$ cat src/rtl/store_unit_pkg.sv
// Shared types for the store path: size codes, memory op codes, FSM states and size decode.
package store_unit_pkg;

    typedef enum logic [2:0] {
        NOP           = 3'd0,
        BYTE_SIGNED   = 3'd1,
        BYTE_UNSIGNED = 3'd2,
        HALF_SIGNED   = 3'd3,
        HALF_UNSIGNED = 3'd4,
        WORD          = 3'd5,
        DWORD         = 3'd6
    } mem_sel_e;

    typedef enum logic [1:0] {
        MEM_OP_NONE  = 2'd0,
        MEM_OP_LOAD  = 2'd1,
        MEM_OP_STORE = 2'd2
    } mem_op_e;

    typedef enum logic [1:0] {
        ST_IDLE  = 2'd0,
        ST_BEAT0 = 2'd1,
        ST_BEAT1 = 2'd2,
        ST_RESP  = 2'd3
    } state_e;

    localparam int SIZE_W = 4;

    // Returns the store size in bytes, or 0 for a code that is illegal on this bus width.
    function automatic logic [SIZE_W-1:0] sel_bytes(input mem_sel_e sel, input logic dword_ok);
        case (sel)
            BYTE_SIGNED, BYTE_UNSIGNED: return 4'd1;
            HALF_SIGNED, HALF_UNSIGNED: return 4'd2;
            WORD:                       return 4'd4;
            DWORD:                      return dword_ok ? 4'd8 : 4'd0;
            default:                    return 4'd0;
        endcase
    endfunction

endpackage

$ cat src/rtl/store_unit_lane_align.sv
// Combinational lane steering: turns (offset, size, data) into strobes and data for up to two beats.
module store_lane_align
    import store_unit_pkg::*;
#(
    parameter  int DATA_W = 32,
    localparam int NB     = DATA_W / 8,
    localparam int OFF_W  = $clog2(NB)
) (
    input  logic [OFF_W-1:0]  off,
    input  logic [SIZE_W-1:0] size,
    input  logic [DATA_W-1:0] data,
    output logic [NB-1:0]     wstrb0,
    output logic [NB-1:0]     wstrb1,
    output logic [DATA_W-1:0] wdata0,
    output logic [DATA_W-1:0] wdata1,
    output logic              split
);

    logic [2*NB-1:0]     mask;
    logic [2*NB-1:0]     mask_sh;
    logic [2*DATA_W-1:0] data_sh;

    // NOTE: every signal written here is fully assigned on every pass, so no latch can be inferred.
    always_comb begin
        mask = '0;
        for (int i = 0; i < 2 * NB; i++) begin
            mask[i] = (i < int'(size));
        end
        mask_sh = mask << off;
        data_sh = {{DATA_W{1'b0}}, data} << {off, 3'b000};
        wstrb0  = mask_sh[NB-1:0];
        wstrb1  = mask_sh[2*NB-1:NB];
        wdata0  = data_sh[DATA_W-1:0];
        wdata1  = data_sh[2*DATA_W-1:DATA_W];
        split   = |mask_sh[2*NB-1:NB];
    end

endmodule

$ cat src/rtl/store_unit.sv
// Store path from execute to the data bus: aligns, strobes and optionally splits one store per handshake.
module store_unit
    import store_unit_pkg::*;
#(
    parameter  int ADDR_W           = 32,
    parameter  int DATA_W           = 32,
    parameter  bit ALLOW_MISALIGNED = 1'b1,
    localparam int NB               = DATA_W / 8
) (
    input  logic              clk,
    input  logic              rst,
    input  logic              req_valid,
    output logic              req_ready,
    input  logic [ADDR_W-1:0] req_addr,
    input  logic [DATA_W-1:0] req_data,
    input  logic [2:0]        req_sel,
    output logic              bus_valid,
    input  logic              bus_ready,
    output logic [ADDR_W-1:0] bus_addr,
    output logic [DATA_W-1:0] bus_wdata,
    output logic [NB-1:0]     bus_wstrb,
    output logic              done,
    output logic              fault,
    output logic              busy
);

    localparam int OFF_W = $clog2(NB);

    state_e            state_q, state_d;
    logic              bus_valid_q, bus_valid_d;
    logic [ADDR_W-1:0] bus_addr_q, bus_addr_d;
    logic [DATA_W-1:0] bus_wdata_q, bus_wdata_d;
    logic [NB-1:0]     bus_wstrb_q, bus_wstrb_d;
    logic              done_q, done_d;
    logic              fault_q, fault_d;
    logic              split_q, split_d;
    logic [DATA_W-1:0] wdata1_q, wdata1_d;
    logic [NB-1:0]     wstrb1_q, wstrb1_d;

    logic [OFF_W-1:0]  off;
    logic [SIZE_W-1:0] size;
    logic [ADDR_W-1:0] base_addr;
    logic [NB-1:0]     strb0, strb1;
    logic [DATA_W-1:0] data0, data1;
    logic              split;
    logic              reject;

    assign off       = req_addr[OFF_W-1:0];
    assign size      = sel_bytes(mem_sel_e'(req_sel), DATA_W == 64);
    assign base_addr = {req_addr[ADDR_W-1:OFF_W], {OFF_W{1'b0}}};
    assign reject    = (size == '0) || (split && !ALLOW_MISALIGNED);

    store_lane_align #(.DATA_W(DATA_W)) u_align (
        .off    (off),
        .size   (size),
        .data   (req_data),
        .wstrb0 (strb0),
        .wstrb1 (strb1),
        .wdata0 (data0),
        .wdata1 (data1),
        .split  (split)
    );

    always_comb begin
        state_d     = state_q;
        bus_valid_d = bus_valid_q;
        bus_addr_d  = bus_addr_q;
        bus_wdata_d = bus_wdata_q;
        bus_wstrb_d = bus_wstrb_q;
        split_d     = split_q;
        wdata1_d    = wdata1_q;
        wstrb1_d    = wstrb1_q;
        done_d      = 1'b0;
        fault_d     = 1'b0;

        case (state_q)
            ST_IDLE: begin
                if (req_valid) begin
                    if (reject) begin
                        state_d = ST_RESP;
                        fault_d = 1'b1;
                    end else begin
                        // Beat 0 goes out registered; beat 1 is parked until beat 0 is taken.
                        state_d     = ST_BEAT0;
                        bus_valid_d = 1'b1;
                        bus_addr_d  = base_addr;
                        bus_wdata_d = data0;
                        bus_wstrb_d = strb0;
                        split_d     = split;
                        wdata1_d    = data1;
                        wstrb1_d    = strb1;
                    end
                end
            end
            ST_BEAT0: begin
                if (bus_ready) begin
                    if (split_q) begin
                        state_d     = ST_BEAT1;
                        bus_addr_d  = bus_addr_q + ADDR_W'(NB);
                        bus_wdata_d = wdata1_q;
                        bus_wstrb_d = wstrb1_q;
                    end else begin
                        state_d     = ST_RESP;
                        bus_valid_d = 1'b0;
                        done_d      = 1'b1;
                    end
                end
            end
            ST_BEAT1: begin
                if (bus_ready) begin
                    state_d     = ST_RESP;
                    bus_valid_d = 1'b0;
                    done_d      = 1'b1;
                end
            end
            default: begin
                state_d = ST_IDLE;
            end
        endcase
    end

    // NOTE: state is updated with non-blocking assignments so every flop samples pre-edge values.
    always_ff @(posedge clk or posedge rst) begin
        if (rst) begin
            state_q     <= ST_IDLE;
            bus_valid_q <= 1'b0;
            bus_addr_q  <= '0;
            bus_wdata_q <= '0;
            bus_wstrb_q <= '0;
            done_q      <= 1'b0;
            fault_q     <= 1'b0;
            split_q     <= 1'b0;
            wdata1_q    <= '0;
            wstrb1_q    <= '0;
        end else begin
            state_q     <= state_d;
            bus_valid_q <= bus_valid_d;
            bus_addr_q  <= bus_addr_d;
            bus_wdata_q <= bus_wdata_d;
            bus_wstrb_q <= bus_wstrb_d;
            done_q      <= done_d;
            fault_q     <= fault_d;
            split_q     <= split_d;
            wdata1_q    <= wdata1_d;
            wstrb1_q    <= wstrb1_d;
        end
    end

    assign req_ready = (state_q == ST_IDLE);
    assign busy      = (state_q != ST_IDLE);
    assign bus_valid = bus_valid_q;
    assign bus_addr  = bus_addr_q;
    assign bus_wdata = bus_wdata_q;
    assign bus_wstrb = bus_wstrb_q;
    assign done      = done_q;
    assign fault     = fault_q;

endmodule

$ cat config.mk
export PLATFORM = sky130hd
export DESIGN_NAME = store_unit
export DESIGN_NICKNAME = d
export VERILOG_FILES = /design/src/rtl/store_unit_pkg.sv /design/src/rtl/store_unit_lane_align.sv /design/src/rtl/store_unit.sv
export SDC_FILE = /design/constraint.sdc
export NUM_CORES = 1
export LEC_CHECK = 0
export CAP_MARGIN = 20
export CORE_MARGIN = 2
export CORE_UTILIZATION = 56
export DETAILED_ROUTE_END_ITERATION = 16
export HOLD_SLACK_MARGIN = 0.08
export PLACE_DENSITY = 0.92
export SLEW_MARGIN = 20
export SYNTH_ARGS = -nofsm -noshare
export SYNTH_HDL_FRONTEND = slang
export SYNTH_HIERARCHICAL = 1
export SYNTH_SLANG_ARGS = --single-unit
$ cat constraint.sdc
create_clock -name clk -period 10.12 [get_ports clk]
set_clock_uncertainty 0.1 [all_clocks]
set_input_delay 2.024 -clock clk [delete_from_list [all_inputs] [get_ports clk]]
set_output_delay 2.024 -clock clk [all_outputs]
set_load 0.05 [all_outputs]
**Word level (Yosys, flattened, before mapping)**

Index checks and enable logic that the tools add are counted.

- Multiplexer cells: 35
- Bitwise operators: 1
- $add $sub $neg: 1
- Reduce and logical (&&, ||, !) cells: 12
- $lt $le $gt $ge: 8
- Eq/ne operators: 13
- Shift-type cells: 2

Operators with widths:

| operator | number |
|---|---|
| 32-bit 2-to-1 mux | 8 |
| 32-bit case mux with 2 select lines | 2 |
| 32-bit by 5-bit left shift with 64-bit output | 1 |
| 32-bit by 3-bit adder with 32-bit output (second input constant) | 1 |
| 4-bit 2-to-1 mux | 4 |
| 3-bit < comparator (first input constant) | 4 |
| 1-bit 2-to-1 mux | 12 |
| 2-bit inequality test (second input constant) | 6 |
| 3-bit case mux with 3 select lines | 1 |
| 2-bit 2-to-1 mux | 4 |
| 4-bit case mux with 2 select lines | 1 |
| 8-bit by 2-bit left shift with 8-bit output | 1 |
| 3-bit by 2-bit == test with 1-bit output (second input constant) | 2 |
| 3-bit == test (second input constant) | 2 |
| 1-bit by 3-bit < comparator with 1-bit output (first input constant) | 2 |
| 2-bit by 3-bit < comparator with 1-bit output (first input constant) | 2 |
| 2-bit case mux with 3 select lines | 1 |
| 3-bit AND reduction | 2 |
| 6-bit AND reduction | 1 |
| 5-bit AND reduction | 1 |
| 4-bit logical NOT | 1 |
| 2-bit nonzero test | 2 |
| 2-bit OR reduction | 2 |
| 4-bit OR reduction | 1 |
| other kinds (8) | 8 |

- Bits of input ports: 71
- Logic and storage cells: 82
- Output and inout port bits: 73
- Flip-flop bits (word level): 110

**Logic depth before layout (Yosys ltp)**

- Word-level depth: 8
- Gate-level depth with buffers: 10

**Modules after synthesis**

The synthesis kept the hierarchy.

Modules (own cells, without submodules):

| module | sequential area each (µm²) | cells an instance | instances | area each (µm²) |
|---|---|---|---|---|
| store_unit | 2702.6 | 518 | 1 | 5338.9 |
| store_lane_align | 0.0 | 143 | 1 | 1127.3 |

**Worst setup path after synthesis**

No wires, ideal clock.

- Path type: register -> output
- Start point: reg state_q[0]
- End point: out busy
- Stages on the path, launching flop included: 4
- Required time: 7.996 ns
- Path slack: 6.589 ns
- Path buffers: 0
- Arrival time: 1.407 ns
- Path through: dfrtp_1 inv_1 ha_1 inv_1

- Cells in the longest elaborated chain, start to end: 1

RTL lines:

| what | RTL line | source |
|---|---|---|
| start, declared | store_unit.sv:29 | `state_e state_q, state_d;` |
| start signal, assigned | store_unit.sv:136 | `state_q <= state_d;` |
| 2-bit nonzero test | store_unit.sv:150 | `assign busy = (state_q != ST_IDLE);` |
| end, declared | store_unit.sv:24 | `output logic busy` |

No other way between the ends.

**Final worst setup path**

- Start point: in req_sel[0]
- End point: reg bus_addr_q[4], in the netlist bus_addr[4]

- Cells in the longest elaborated chain, start to end: 6
- Elaborated cells between the ends (all ways): 11
- Classes of those cells: eq/ne (6); mux (1); reduce/logical (4)

RTL lines:

| what | RTL line | source |
|---|---|---|
| start, declared | store_unit.sv:16 | `input logic [2:0] req_sel,` |
| 3-bit by 2-bit == test with 1-bit output, or another cell as far along | store_unit_pkg.sv:31 | `case (sel)` |
| 2-bit OR reduction | store_unit_pkg.sv:31 |  |
| 3-bit case mux with 3 select lines (*) | store_unit_pkg.sv:31 |  |
| 4-bit logical NOT (*) | store_unit.sv:51 | `assign reject = (size == '0) \|\| (split && !ALLOW_MISALIGNED);` |
| 2-bit inequality test (no source line) (*) | - |  |
| 5-bit AND reduction (no source line) (*) | - |  |
| end signal, assigned | store_unit.sv:138 | `bus_addr_q <= bus_addr_d;` |
| end, declared | store_unit.sv:31 | `logic [ADDR_W-1:0] bus_addr_q, bus_addr_d;` |

Mark *: on every way between the ends. The rest lies on a longest branch, timed or not.
A chain may end at the register's enable or synchronous reset.

==> flow_metrics.py <==
metrics = {
    "worst_setup_path": {
        "cp_num_buf_inv": 2,
        "required_ns": 10.27,
        "cp-startpoint": "req_sel[0]",
        "end_kind": "flip-flop",
        "reg2reg_to": "bus_addr[4]",
        "path_delay_family": "buffers and inverters",
        "path_max_fanout": 57,
        "arrival_ns": 4.54,
        "path_class": "input pin to flip-flop",
        "slowest_delay_ns": 0.57,
        "path_cells": "clkdlybuf4s50_1, nor3_2, o21ai_1, nand2_2, buf_4, o21ai_0, a211oi_1",
        "endpoint": "bus_addr[4]",
        "cp_num_cells": 7,
        "critPathSlowestCell": "buf_4",
        "reg2reg_depth": 8,
        "regToRegStartpoint": "state_q[1]",
        "r2r_slack_ns": 6.20,
        "setup.worst_path.start_class": "input pin",
    },
    "place": {
        "io_buffer_count": 141,
        "place_congestion": 0.891,
        "hpwl_mm": 11.8,
    },
    "routing": {
        "avgRoutedWirePerCell_microns": 18.6,
        "first_pass_iters": 5,
        "vias_per_cell": 6.11,
        "drc": 0,
        "drt-initial-drc-count": 404,
        "dr_total_vias": 5579,
        "wl_mm": 17.0,
        "detail-route-antenna-nets": 0,
    },
    "die": {
        "die_w_microns": 111,
        "die_area_sq_mm": 0.0124,
        "core_area_sq_mm": 0.0113,
        "die_h_microns": 111,
        "rows": 39,
        "initial_core_util_pct": 57.1,
        "pin_count": 144,
    },
    "timing": {
        "rsz0062_at_grt": "false",
        "fin_tns_setup_ns": 0,
        "drv_slew": 0,
        "fmax_ghz": 0.228,
        "finalSetupViolations": 0,
        "fin_crit_sh_pct": 43.4,
        "worst_pin_slew_ns": 1.11,
        "hold_viol": 0,
        "maxSlewHeadroom_pct": 26.0,
        "hold_slack_ns": 0.379,
        "finalCriticalPeriod_ns": 4.39,
    },
    "global_routing": {
        "grt_pass1_wl_mm": 27.5,
        "grt_antenna_before_repair": 0,
        "grt.total_usage_pct": 27.2,
        "grt-ovfl-total": 0,
        "grt_max_degree": 82,
        "grt_pass1_vias": 5381,
    },
    "cts": {
        "cts_resized": 0,
        "cts_tree": "yes",
        "cts_buffers": 9,
        "clk_pin_slew_ns": 0.07,
        "clk_path_buf_depth": 2,
        "cts.sinks": 108,
        "htreeDepth": 3,
        "cts_hold_buffers": 0,
        "cts-root-buf": "clkbuf_16",
        "post_cts.repair.setup_buffers": 0,
        "insertion_delay_ns": 0.34,
    },
    "synth": {
        "syn_area_per_cell_sq_um": 9.78,
        "synth_flop_cell": "dfrtp_1",
        "yosysUniqueCellTypes": 56,
        "synth_seq_area_share_pct": 41.8,
        "synth_top_area_share_pct": 41.8,
        "synth_edf_count": 0,
        "syn_inst": 661,
        "netlist_top_cells_area": "dfrtp_1, mux2i_1, mux2_2, nand2_1, o21ai_0",
        "synth_area_sq_mm": 0.00647,
        "synth.ff_latch_count": 108,
        "yosysTopAreaCell": "dfrtp_1",
        "synth-async-reset-ratio_pct": 100,
        "netlist_top_cells_count": "dfrtp_1, mux2i_1, nand2_1",
        "yosysMostFrequentCell": "dfrtp_1",
        "yosys_warnings": 6,
    },
    "finish": {
        "diodes": 0,
        "utilization_pct": 71.4,
        "drive_above_1_share_pct": 10.8,
        "layout.nets": 841,
        "area_delta_synth_final_pct": 25.1,
    },
    "pwr": {
        "ir_worst_vdd_v": 0.000226,
        "powerDensity_mw_per_mm2": 329,
        "finalPower_mw": 2.66,
        "leakagePower_nw": 3.39,
    },
    "run": {
        "cap_violations": 0,
    },
    "status": {
        "status": "complete, no violations",
    },
    "hold_path": {
        "hold_class": "flip-flop to flip-flop",
    },
}
[registers in the layout (all words and copies together), names as in the netlist]
name and cells:
state_q 2, bus_wdata 32, fault 1, bus_valid 1, wstrb1_q 4, bus_addr 30, bus_wstrb 4, split_q 1
done 1, wdata1_q 32
[worst min path at each step]
stage                         to    startpoint  slack [ns]  cells past startpoint
floorplan           wdata1_q[25]  wdata1_q[25]        0.38                      1
detailed placement  bus_wdata[6]  bus_wdata[6]        0.37                      2
finish              bus_wdata[6]  bus_wdata[6]        0.38                      2
global placement    bus_wdata[4]  bus_wdata[4]        0.36                      2
CTS                 bus_wdata[6]  bus_wdata[6]        0.39                      2
global route        bus_wdata[6]  bus_wdata[6]        0.40                      2
[metrics by stage]
step / setup slack [ns] / std cells / instance area, sq um
floorplan: 5.15 / 670 / 6500
global placement: 5.53 / 896 / 7760
detailed placement: 5.39 / 896 / 7760
CTS: 5.74 / 912 / 8060
global route: 5.48 / 913 / 8090
finish: 5.73 / 913 / 8090
[cell usage in the layout (no fill, tap or decap), drive strengths merged, types with 2 or more instances in the layout]
| cell | Yosys | routed |
|---|---|---|
| o31ai | 5 | 5 |
| nand3 | 16 | 16 |
| or2 | 2 | 2 |
| nor4 | 2 | 2 |
| a21oi | 40 | 40 |
| mux2 | 38 | 38 |
| o22a | 3 | 3 |
| a2bb2oi | 11 | 11 |
| nand2 | 71 | 71 |
| and4 | 4 | 4 |
| clkinv | 0 | 4 |
| clkbuf | 17 | 10 |
| nor2b | 10 | 10 |
| ha | 5 | 5 |
| o2bb2ai | 15 | 15 |
| a211o | 2 | 2 |
| conb | 2 | 11 |
| o21a | 2 | 2 |
| clkdlybuf4s50 | 0 | 139 |
| nor2 | 28 | 28 |
| buf | 46 | 8 |
| inv | 12 | 12 |
| o22ai | 21 | 21 |
| and2 | 14 | 14 |
| mux2i | 80 | 80 |
| and3 | 13 | 13 |
| a31oi | 4 | 4 |
| dfrtp | 108 | 108 |
| nand4 | 11 | 11 |
| o21ai | 52 | 52 |
| nor3 | 12 | 12 |
| o41ai | 2 | 2 |
| a211oi | 5 | 5 |
[worst reg2reg max path, stage by stage (launching register included)]
cell	delay, ns
dfrtp_1	0.43
inv_1	0.14
ha_4	0.63
buf_4	0.73
a21oi_1	0.25
nand2_2	0.53
buf_4	0.59
o21ai_0	0.19
a211oi_1	0.26
[metal layers]
metal  GRT usage [%]  wire, microns  vias to the layer above
li1                -              -                     2573
met1            36.7           7360                     2724
met2            44.7           8030                      258
met3            5.44           1220                       24
met4            8.40            344                        0
met5               0              0                        -
[report_power, final]
group	leakage (nW)	switching (mW)	internal [mW]
sequential	1.33	0.170	0.629
clock	0.142	0.161	0.192
combinational	1.91	0.954	0.553
total	3.39	1.29	1.38
[cell families (layout without fill, tap and decap cells)]
group                    count (synthesis)  count (layout)  synth area share (%)
adder cells (fa/ha/maj)                  5               5                 0.967
multiplexers                           118             118                  19.0
XOR/XNOR                                 1               1                 0.135
AND/OR/NAND/NOR                        185             185                  14.8
buffers and inverters                   75             175                  6.50
AO/OA/AOI/OAI                          167             167                  16.6
other                                    2              11                 0.116
flip-flops                             108             108                  41.8
[area by class of cell]
cell class | instances | area, sq um
fillers | 860 | 3230
flip-flops and latches | 108 | 2700
clock inverters | 6 | 65.1
well taps | 143 | 179
multi-input cells | 487 | 3400
inverters | 12 | 47.5
clock buffers | 10 | 229
repair buffers | 147 | 1470
(Power assumes the default switching activity.)
